`src/rtl/cpu_pkg.sv`:
```
// rtl/cpu_pkg.sv - shared CPU constants: RV32I base opcodes and loader state enum
// Contents:
//   OP_*               7-bit major opcodes, shared with the instruction decoder
//   loader_state_t     instruction-loader FSM states {LEN, DATA, DONE}
//   opcode_supported() 1 when an opcode is one of the supported major opcodes
package cpu_pkg;

  localparam logic [6:0] OP_REG    = 7'b0110011;
  localparam logic [6:0] OP_IMM    = 7'b0010011;
  localparam logic [6:0] OP_LOAD   = 7'b0000011;
  localparam logic [6:0] OP_STORE  = 7'b0100011;
  localparam logic [6:0] OP_BRANCH = 7'b1100011;
  localparam logic [6:0] OP_JAL    = 7'b1101111;
  localparam logic [6:0] OP_JALR   = 7'b1100111;
  localparam logic [6:0] OP_LUI    = 7'b0110111;
  localparam logic [6:0] OP_AUIPC  = 7'b0010111;

  typedef enum logic [1:0] {
    LEN  = 2'd0,
    DATA = 2'd1,
    DONE = 2'd2
  } loader_state_t;

  function automatic logic opcode_supported(input logic [6:0] op);
    case (op)
      OP_REG, OP_IMM, OP_LOAD, OP_STORE, OP_BRANCH,
      OP_JAL, OP_JALR, OP_LUI, OP_AUIPC: opcode_supported = 1'b1;
      default:                           opcode_supported = 1'b0;
    endcase
  endfunction

endpackage

```
`src/rtl/inst_loader_if.sv`:
```
// rtl/inst_loader_if.sv - instruction-memory write bus between loader and memory
// Signals:
//   imem_wr_en    write strobe, one cycle per word
//   imem_addr     word address (ADDR_W bits)
//   imem_wr_data  32-bit instruction word
// Modports: master = loader (drives), slave = instruction memory (receives)
interface inst_loader_if #(
  parameter int ADDR_W = 12
);

  logic              imem_wr_en;
  logic [ADDR_W-1:0] imem_addr;
  logic [31:0]       imem_wr_data;

  modport master (output imem_wr_en, output imem_addr, output imem_wr_data);
  modport slave  (input  imem_wr_en, input  imem_addr, input  imem_wr_data);

endinterface

```
`src/rtl/inst_word_packer.sv`:
```
// rtl/inst_word_packer.sv - packs a little-endian byte stream into 32-bit words
// Ports:
//   clk, rst     clock, asynchronous active-high reset
//   clear        synchronous restart: lane counter back to byte 0
//   byte_valid   byte_data is consumed on this edge
//   byte_data    incoming byte
//   word         assembled word {b3,b2,b1,b0}, valid while word_done=1
//   word_done    combinational strobe: this edge consumes byte 3 of a word
module inst_word_packer (
  input  logic        clk,
  input  logic        rst,
  input  logic        clear,
  input  logic        byte_valid,
  input  logic [7:0]  byte_data,
  output logic [31:0] word,
  output logic        word_done
);

  logic [1:0]  lane;
  // Only bytes 0..2 need storage; byte 3 is taken straight from the input
  // so the full word is available on the edge that completes it.
  logic [23:0] low_bytes;

  always_ff @(posedge clk or posedge rst) begin
    if (rst) begin
      lane      <= 2'd0;
      low_bytes <= 24'd0;
    end else if (clear) begin
      lane      <= 2'd0;
      low_bytes <= 24'd0;
    end else if (byte_valid) begin
      lane      <= lane + 2'd1;
      low_bytes <= {byte_data, low_bytes[23:8]};
    end
  end

  assign word      = {byte_data, low_bytes};
  assign word_done = byte_valid && (lane == 2'd3);

endmodule

```
`src/rtl/inst_loader.sv`:
```
// rtl/inst_loader.sv - loads a UART byte stream (count + words) into instruction memory
// Optional feature macro: INST_LOADER_OPCODE_CHECK_EN (flags unsupported opcodes on bad_inst)
// Ports:
//   clk, rst    clock, asynchronous active-high reset
//   rx_valid    one-cycle pulse, rx_data holds a received byte
//   rx_data     received byte
//   reload      one-cycle pulse, restart loading from the count field
//   imem        instruction-memory write bus (inst_loader_if.master)
//   load_done   level, whole program loaded
//   overflow    sticky, program longer than 2**ADDR_W words
//   bad_inst    sticky, unsupported opcode written (0 without the macro)
module inst_loader
  import cpu_pkg::*;
#(
  parameter int ADDR_W = 12
) (
  input  logic         clk,
  input  logic         rst,
  input  logic         rx_valid,
  input  logic [7:0]   rx_data,
  input  logic         reload,
  inst_loader_if.master imem,
  output logic         load_done,
  output logic         overflow,
  output logic         bad_inst
);

  localparam logic [31:0] DEPTH = 32'd1 << ADDR_W;

  loader_state_t state;
  logic [31:0]   count_n;
  logic [31:0]   word_idx;
  logic          accept;
  logic          word_done;
  logic [31:0]   word;
  logic          in_range;
  logic          last_word;

  // reload wins over a simultaneous byte; DONE ignores the stream entirely.
  assign accept    = rx_valid && !reload && (state != DONE);
  assign in_range  = word_idx < DEPTH;
  assign last_word = (word_idx + 32'd1) == count_n;

  inst_word_packer u_packer (
    .clk        (clk),
    .rst        (rst),
    .clear      (reload),
    .byte_valid (accept),
    .byte_data  (rx_data),
    .word       (word),
    .word_done  (word_done)
  );

  always_ff @(posedge clk or posedge rst) begin
    if (rst) begin
      state             <= LEN;
      count_n           <= 32'd0;
      word_idx          <= 32'd0;
      imem.imem_wr_en   <= 1'b0;
      imem.imem_addr    <= '0;
      imem.imem_wr_data <= 32'd0;
      load_done         <= 1'b0;
      overflow          <= 1'b0;
    end else begin
      imem.imem_wr_en <= 1'b0;
      if (reload) begin
        state     <= LEN;
        count_n   <= 32'd0;
        word_idx  <= 32'd0;
        load_done <= 1'b0;
        overflow  <= 1'b0;
      end else begin
        case (state)
          LEN: begin
            if (word_done) begin
              count_n <= word;
              if (word == 32'd0) begin
                // Empty program: done as soon as the count is in.
                state     <= DONE;
                load_done <= 1'b1;
              end else begin
                state <= DATA;
              end
            end
          end
          DATA: begin
            if (word_done) begin
              if (in_range) begin
                imem.imem_wr_en   <= 1'b1;
                imem.imem_addr    <= word_idx[ADDR_W-1:0];
                imem.imem_wr_data <= word;
              end
              if (word_idx == DEPTH) begin
                overflow <= 1'b1;
              end
              word_idx <= word_idx + 32'd1;
              if (last_word) begin
                state <= DONE;
              end
            end
          end
          DONE: begin
            // First DONE cycle coincides with the final strobe, so the flag
            // becomes visible the cycle after it.
            load_done <= 1'b1;
          end
          default: begin
            state <= LEN;
          end
        endcase
      end
    end
  end

`ifdef INST_LOADER_OPCODE_CHECK_EN
  always_ff @(posedge clk or posedge rst) begin
    if (rst) begin
      bad_inst <= 1'b0;
    end else if (reload) begin
      bad_inst <= 1'b0;
    end else if (state == DATA && word_done && in_range &&
                 !opcode_supported(word[6:0])) begin
      bad_inst <= 1'b1;
    end
  end
`else
  assign bad_inst = 1'b0;
`endif

endmodule

```
`src/flat_wrapper.sv`:
```
// flat-port wrapper written by rule: the top's interface ports become plain ports
module inst_loader_flat import cpu_pkg::*;
#(
  parameter int ADDR_W = 12
)
  (clk, rst, rx_valid, rx_data, reload, load_done, overflow, bad_inst, imem_imem_wr_en, imem_imem_addr, imem_imem_wr_data);
  inst_loader_if #(.ADDR_W(ADDR_W)) imem_i ();
  input  logic clk;
  input  logic rst;
  input  logic rx_valid;
  input  logic [7:0] rx_data;
  input  logic reload;
  output logic load_done;
  output logic overflow;
  output logic bad_inst;
  output wire logic [$bits(imem_i.imem_wr_en)-1:0] imem_imem_wr_en;
  output wire logic [$bits(imem_i.imem_addr)-1:0] imem_imem_addr;
  output wire logic [$bits(imem_i.imem_wr_data)-1:0] imem_imem_wr_data;
  assign imem_imem_wr_en = imem_i.imem_wr_en;
  assign imem_imem_addr = imem_i.imem_addr;
  assign imem_imem_wr_data = imem_i.imem_wr_data;
  inst_loader #(.ADDR_W(ADDR_W)) u_core (.clk(clk), .rst(rst), .rx_valid(rx_valid), .rx_data(rx_data), .reload(reload), .imem(imem_i), .load_done(load_done), .overflow(overflow), .bad_inst(bad_inst));
endmodule
```
`config.mk`:
```
export PLATFORM = sky130hd
export DESIGN_NAME = inst_loader_flat
export DESIGN_NICKNAME = d
export VERILOG_FILES = /design/src/rtl/cpu_pkg.sv /design/src/rtl/inst_loader_if.sv /design/src/rtl/inst_word_packer.sv /design/src/rtl/inst_loader.sv /design/src/flat_wrapper.sv
export SDC_FILE = /design/constraint.sdc
export NUM_CORES = 1
export LEC_CHECK = 0
export CAP_MARGIN = 20
export CORE_ASPECT_RATIO = 0.5
export CORE_MARGIN = 2
export CORE_UTILIZATION = 50
export CTS_CLUSTER_SIZE = 14
export DETAILED_ROUTE_END_ITERATION = 8
export GPL_TIMING_DRIVEN = 0
export PLACE_DENSITY = 0.72
export RECOVER_POWER = 50
export SLEW_MARGIN = 30
export SYNTH_ARGS = -nofsm -noshare
export SYNTH_HDL_FRONTEND = slang
export SYNTH_SLANG_ARGS = --single-unit
```
`constraint.sdc`:
```
create_clock -name clk -period 5.65 [get_ports clk]
set_input_delay 1.13 -clock clk [delete_from_list [all_inputs] [get_ports clk]]
set_output_delay 1.13 -clock clk [all_outputs]
set_load 0.01 [all_outputs]
```
== Yosys cells after proc, flatten, opt, wreduce, memory -nomap -nowiden ==
Index checks and enable logic that the tools add are counted.

* Register bits after elaboration: 139
* Bits of input ports: 12

* Add/sub/neg operators: 2
* Order comparisons: 1
* Equal/unequal tests: 11
* Mux-type cells: 28
* Bitwise operators: 1
* Reductions and logical operators: 18

{| class="wikitable"
|+ Operator list
! kind !! number
|-
| two-way mux 32 bit || 6
|-
| two-way mux 24 bit || 2
|-
| adder 32 x 1 -> 32 bit, second input constant || 1
|-
| equality test 32 x 13 -> 1 bit, second input constant || 1
|-
| equality test 32 bit || 1
|-
| logical NOT 32 bit || 1
|-
| less-than comparator 32 x 13 -> 1 bit, second input constant || 1
|-
| two-way mux 2 bit || 7
|-
| two-way mux 1 bit || 11
|-
| nonzero test 2 bit || 5
|-
| AND reduction 4 bit || 2
|-
| inequality test 3 x 2 -> 1 bit, second input constant || 2
|-
| inequality test 3 bit, second input constant || 2
|-
| one-hot mux 2 bit (3 select lines) || 1
|-
| AND reduction 3 bit || 2
|-
| equality test 2 bit, second input constant || 2
|-
| inequality test 2 bit, second input constant || 2
|-
| AND reduction 2 bit || 2
|-
| logical AND 1 bit || 3
|-
| nonzero test 3 bit || 1
|-
| adder 2 x 1 -> 2 bit, second input constant || 1
|-
| equality test 2 x 1 -> 1 bit, second input constant || 1
|-
| logical NOT 2 bit || 1
|-
| one-hot mux 1 bit (2 select lines) || 1
|-
| other kinds (2) || 2
|}

== Longest topological paths before layout ==
* Depth in word-level cells: 7
* Mapped depth: 11
* Depth with buffers taken out: 10

== By module ==
From an unflattened synthesis, not the netlist that was laid out.

* Cell total of the unflattened synthesis: 700
* Area, all modules: 7,105.6 µm²

{| class="wikitable"
|+ By module, submodules not included
! module !! instances !! cells an instance !! area an instance (µm²) !! sequential area each (µm²)
|-
| inst_loader || 1 || 605 || 5,947.0 || 2,827.7
|-
| inst_word_packer || 1 || 95 || 1,158.6 || 650.6
|}

== Worst setup path before layout ==
No wires, ideal clock.

* Path type: input to register
* Start: in reload
* End: reg u_core.imem.imem_wr_data[24]
* Library setup time: 125 ps
* Arrival: 2,898 ps
* Data required time: 5,525 ps
* Slack: 2,627 ps
* Cell stages on the path: 6
* Cells stage by stage: and3b_1 -> nand4_1 -> or4_1 -> nor2_2 -> buf_2 -> mux2_2

* Word-level cells in the longest chain between the ends: 5
* Elaborated cells between the ends (all ways): 6
* Those cells by class: 1 x bitwise; 5 x reduce/logical

{| class="wikitable"
|+ RTL lines
! what !! line !! text
|-
| from (decl) || flat_wrapper.sv:12 || <nowiki>input logic reload;</nowiki>
|-
| logical NOT 1 bit || inst_loader.sv:40 || <nowiki>assign accept = rx_valid && !reload && (state != DONE);</nowiki>
|-
| logical AND 1 bit (2 in series) || inst_loader.sv:40 ||
|-
| logical AND 1 bit || inst_word_packer.sv:38 || <nowiki>assign word_done = byte_valid && (lane == 2'd3);</nowiki>
|-
| AND reduction 4 bit (no line) (*) || n/a ||
|-
| to (signal assigned) || inst_loader.sv:91 || <nowiki>imem.imem_wr_data <= word;</nowiki>
|-
| to (decl) || inst_loader_if.sv:15 || <nowiki>modport master (output imem_wr_en, output imem_addr, output imem_wr_data);</nowiki>
|}

Every way passes the cells marked *; elsewhere a longest branch is shown, timed or not.
A chain may end at the register's enable or synchronous reset.

== Final worst setup path ==
* Start: in reload
* End: reg u_core.imem.imem_addr[6]

* Word-level cells in the longest chain between the ends: 5
* Elaborated cells between the ends (all ways): 6
* Those cells by class: 1 x bitwise; 5 x reduce/logical

{| class="wikitable"
|+ RTL lines
! what !! line !! text
|-
| logical NOT 1 bit || inst_loader.sv:40 ||
|-
| logical AND 1 bit (2 in series) || inst_loader.sv:40 ||
|-
| logical AND 1 bit || inst_word_packer.sv:38 ||
|-
| AND reduction 4 bit (no line) (*) || n/a ||
|-
| to (signal assigned) || inst_loader.sv:90 || <nowiki>imem.imem_addr <= word_idx[ADDR_W-1:0];</nowiki>
|-
| to (decl) || inst_loader_if.sv:15 ||
|}

Marked as above.

==> run summary <==
ROUTING
----------------------------------------------------------------------------------------
DR DRC count                                                                           0
Wirelength per Cell                                                              19.4 µm
Final wirelength                                                                20600 µm
Total via count in the routed design                                                6274
DRC marker count from the first detailed-route iteration                             777
Number of search-and-repair iterations in the first detailed-routing pass              8
Antenna-violating nets left                                                            0
Post-DR vias/cell                                                                   5.91

LAYOUT
----------------------------------------------------------------------------------------
# diodes                                                                               0
Post-synthesis to final-layout area growth                                         19.6%
Share of cells above drive strength 1                                              13.4%
Number of nets in the final layout                                                   865
Fill cell instance count of the final layout                                        1186
Number of non-filler instances in the completed layout                              1061

CLOCK TREE
----------------------------------------------------------------------------------------
CTS buffer count                                                                      17
Clock latency reported for the late side of the worst-skew pair                   430 ps
Clock sink total                                                                     139
Clk slew on worst S/H paths                                                        60 ps
H-tree depth                                                                           4
TritonCTS clock tree                                                                done
Post-cts hold buffer count                                                             0
Post_cts resized                                                                       0
Root buf cell                                                               sky130_fd_sc_hd__clkbuf_16
Maximum clock path buffer count                                                        2
Post-CTS setup repair buffer count                                                     0

YOSYS
----------------------------------------------------------------------------------------
Cell types occupying the most area after synthesis                          sky130_fd_sc_hd__dfrtp_1, sky130_fd_sc_hd__nand2_1, sky130_fd_sc_hd__mux2_2, sky130_fd_sc_hd__nand3b_1, sky130_fd_sc_hd__xnor2_1
Commonest cells in the netlist                                              sky130_fd_sc_hd__nand2_1, sky130_fd_sc_hd__dfrtp_1, sky130_fd_sc_hd__nand3b_1
Number of distinct standard cells referenced by the synthesized netlist               58
Yosys top cell by area                                                      sky130_fd_sc_hd__dfrtp_1
Mean area per synthesized cell                                                  9.42 µm²
Flip-flop cell with the highest count after synthesis                       sky130_fd_sc_hd__dfrtp_1
Sequential cell area fraction in the yosys report                                  47.8%
Async set or reset register ratio after synthesis                                   100%
Post-synthesis sequential element count                                              139
Synthesized cell area                                                        0.00727 mm²
Number of enable flip-flop cells after synthesis                                       0
Most used standard cell by instance count after synthesis                   sky130_fd_sc_hd__nand2_1
Total nets after synthesis                                                           787
Syn Inst Count                                                                       772
Warnings, synthesis                                                                    0
Area fraction of the dominant cell type after synthesis                            47.8%

SETUP PATH
----------------------------------------------------------------------------------------
Element type at the critical path end                                           register
Worst Path Required                                                              5960 ps
Crit Path Category                                                                in2reg
CP max FO                                                                             10
Kind of start point of the critical path                                       input pin
Crit path arrival time                                                           4370 ps

PWR
----------------------------------------------------------------------------------------
Clock share of power                                                               49.5%
Tot Pwr                                                                          2.20 mW
Static Leakage                                                                   3.98 nW
Reg power frac                                                                     46.6%
Internal power                                                                   1.65 mW
Total net switching power                                                       0.551 mW
Pwr dens                                                                      253 mW/mm²
Switching fraction of total power                                                  25.0%
Worst supply voltage drop on vdd                                                0.165 mV
Combinational cell fraction of total power                                          3.9%

STA
----------------------------------------------------------------------------------------
Post-route clock period utilization                                                71.9%
Worst rel slew slack                                                              -71.0%
Post-route setup TNS                                                                0 ps
Unrepaired setup endpoints after global routing                                       no
Max-slew violation count                                                              56
Number of hold violations in the final report                                          0
Final count of negative-setup-slack endpoints                                          0
Worst hold slack across all endpoints                                             501 ps
Clock period minus final worst setup slack                                       4060 ps
Setup clock skew after layout                                                    14.1 ps
Peak Freq                                                                        246 MHz
Worst Tran Pin Value                                                             2550 ps

GLOBAL ROUTING
----------------------------------------------------------------------------------------
Global-route wire length before repair                                          32600 µm
Total global routing track utilization                                             27.4%
Initial antenna violation count                                                        0
Pin count of the biggest net entering global routing                                  85
Via count of the first global-routing pass                                          5882
Sum of overflow across all layers after global routing                                 0

DIE
----------------------------------------------------------------------------------------
Cell Rows                                                                             31
Num ports                                                                             60
DIE WIDTH                                                                         175 µm
Vert. Die Dim                                                                    89.3 µm
Floorplan Core Area                                                           0.0144 mm²
Starting Density                                                                   50.7%
Area of the die                                                               0.0156 mm²

STATUS
----------------------------------------------------------------------------------------
Result of the run                                                           finished, violations left
Failing checks                                                              capacitance limit, slew limit

PLACED DESIGN
----------------------------------------------------------------------------------------
Total of buffers placed on input and output ports                                     58
Hpwl dp                                                                         14300 µm
Placer Congestion                                                                  0.914
Placed Cells                                                                        1029

HOLD PATH
----------------------------------------------------------------------------------------
Worst min-delay path class                                                       reg2reg

RUN
----------------------------------------------------------------------------------------
MaxCap Viol Count                                                                      1

==> per-stage QoR <==
stage / area [µm²] / util, % / setup WS (ps)
2_1_floorplan: 7270 / - / 795
3_3_place_gp: 8100 / 56.5 / -1190
3_5_place_dp: 8140 / 56.7 / 1310
4_1_cts: 8710 / 60.7 / 1750
5_1_grt: 8700 / 60.6 / 1470
6_report: 8700 / 60.6 / 1590
==> power by group through the flow <==
| stage | Combinational (mW) | Clock (mW) | Sequential, mW |
|---|---|---|---|
| floorplan | 0.0523 | 0 | 1.04 |
| global placement | 0.0836 | 0 | 1.04 |
| detailed placement | 0.0878 | 0 | 1.04 |
| CTS | 0.0884 | 1.09 | 1.02 |
| global route | 0.0974 | 1.14 | 1.03 |
| finish | 0.0867 | 1.09 | 1.03 |
==> placed cells by master (no fill, tap or decap), types with 3 or more instances in the layout <==
master                            count
sky130_fd_sc_hd__a211o_1              3
sky130_fd_sc_hd__xor2_1              15
sky130_fd_sc_hd__dfrtp_1            139
sky130_fd_sc_hd__nor2_1              37
sky130_fd_sc_hd__dlygate4sd3_1       20
sky130_fd_sc_hd__nand4b_1             3
sky130_fd_sc_hd__o31ai_1             16
sky130_fd_sc_hd__a21oi_1             34
sky130_fd_sc_hd__o21ai_0             45
sky130_fd_sc_hd__clkbuf_1            33
sky130_fd_sc_hd__and2_1               4
sky130_fd_sc_hd__buf_1                3
sky130_fd_sc_hd__or4_1                3
sky130_fd_sc_hd__and4_1               3
sky130_fd_sc_hd__clkinv_2             3
sky130_fd_sc_hd__nor2b_1              6
sky130_fd_sc_hd__clkbuf_16           17
sky130_fd_sc_hd__ha_1                 3
sky130_fd_sc_hd__inv_1                9
sky130_fd_sc_hd__buf_2               16
sky130_fd_sc_hd__a211oi_1             3
sky130_fd_sc_hd__nand3b_1            50
sky130_fd_sc_hd__buf_4                7
sky130_fd_sc_hd__nand4_1             21
sky130_fd_sc_hd__and3_1               7
sky130_fd_sc_hd__nand3_1             21
sky130_fd_sc_hd__nor4_1              23
sky130_fd_sc_hd__clkdlybuf4s50_1     38
sky130_fd_sc_hd__nand2_1            145
sky130_fd_sc_hd__nor3_1              10
sky130_fd_sc_hd__inv_6                6
sky130_fd_sc_hd__mux2_2              46
sky130_fd_sc_hd__nand2b_1             5
sky130_fd_sc_hd__xnor2_1             26
==> worst max-delay path: stages <==
cell and delay (ps):
sky130_fd_sc_hd__dlygate4sd3_1 660, sky130_fd_sc_hd__and3b_1 290, sky130_fd_sc_hd__nand4_1 320, sky130_fd_sc_hd__or4_1 620, sky130_fd_sc_hd__nor2_2 590, sky130_fd_sc_hd__buf_2 390, sky130_fd_sc_hd__mux2_2 370
==> per-layer routing <==
layer / wire length, µm / global-route usage (%) / up-vias
met5: 0 / 0 / -
met4: 441 / 9.09 / 0
met3: 1860 / 5.36 / 42
met2: 8560 / 40.8 / 321
met1: 9740 / 40.5 / 3023
li1: - / - / 2888
==> kinds of logic after synthesis <==
| group | Yosys count | synth area share (%) |
|---|---|---|
| adder cells (fa/ha/maj) | 3 | 0.516 |
| AND/OR/NAND/NOR | 355 | 25.6 |
| XOR/XNOR | 41 | 4.94 |
| buffers and inverters | 69 | 4.30 |
| AO/OA/AOI/OAI | 118 | 9.62 |
| multiplexers | 46 | 7.12 |
| other | 1 | 0.0516 |
| flip-flops | 139 | 47.8 |
==> state kept, by name, indices dropped and copies added (netlist names) <==
register and flops:
u_core.state 2, u_core.load_done 1, u_core.u_packer.lane 2, u_core.overflow 1
u_core.count_n 32, u_core.imem.imem_addr 12, u_core.imem.imem_wr_data 32, u_core.word_idx 32
u_core.imem.imem_wr_en 1, u_core.u_packer.low_bytes 24
==> path summary, 6_finish.rpt <==
path / from / to / slack, ps / cells after the start
setup / recovery: reload / u_core.imem.imem_addr[6]$_DFFE_PP0P_ / 1590 / 7
hold / removal: u_core.imem.imem_wr_data[30]$_DFFE_PP0P_ / u_core.imem.imem_wr_data[30]$_DFFE_PP0P_ / 500 / 1
setup reg to reg: u_core.word_idx[1]$_DFFE_PP0P_ / u_core.state[0]$_DFFE_PP0P_ / 2310 / 9
hold reg to reg: u_core.imem.imem_wr_data[30]$_DFFE_PP0P_ / u_core.imem.imem_wr_data[30]$_DFFE_PP0P_ / 500 / 1
max in group asynchronous: rst / u_core.imem.imem_addr[6]$_DFFE_PP0P_ / 2580 / 3
min in group asynchronous: rst / u_core.imem.imem_wr_data[21]$_DFFE_PP0P_ / 1850 / 2
==> final cells by class <==
type | count | area (µm²) | share of cell area [%]
Multi-Input combinational cell | 564 | 3490 | 40.1
Sequential cell | 139 | 3480 | 40.0
Timing Repair Buffer | 59 | 608 | 6.99
Clock buffer | 18 | 429 | 4.93
Buffer | 59 | 275 | 3.16
Tap cell | 198 | 248 | 2.85
Clock inverter | 14 | 134 | 1.54
Inverter | 10 | 38.8 | 0.446
Power figures use the tool's default switching activity.
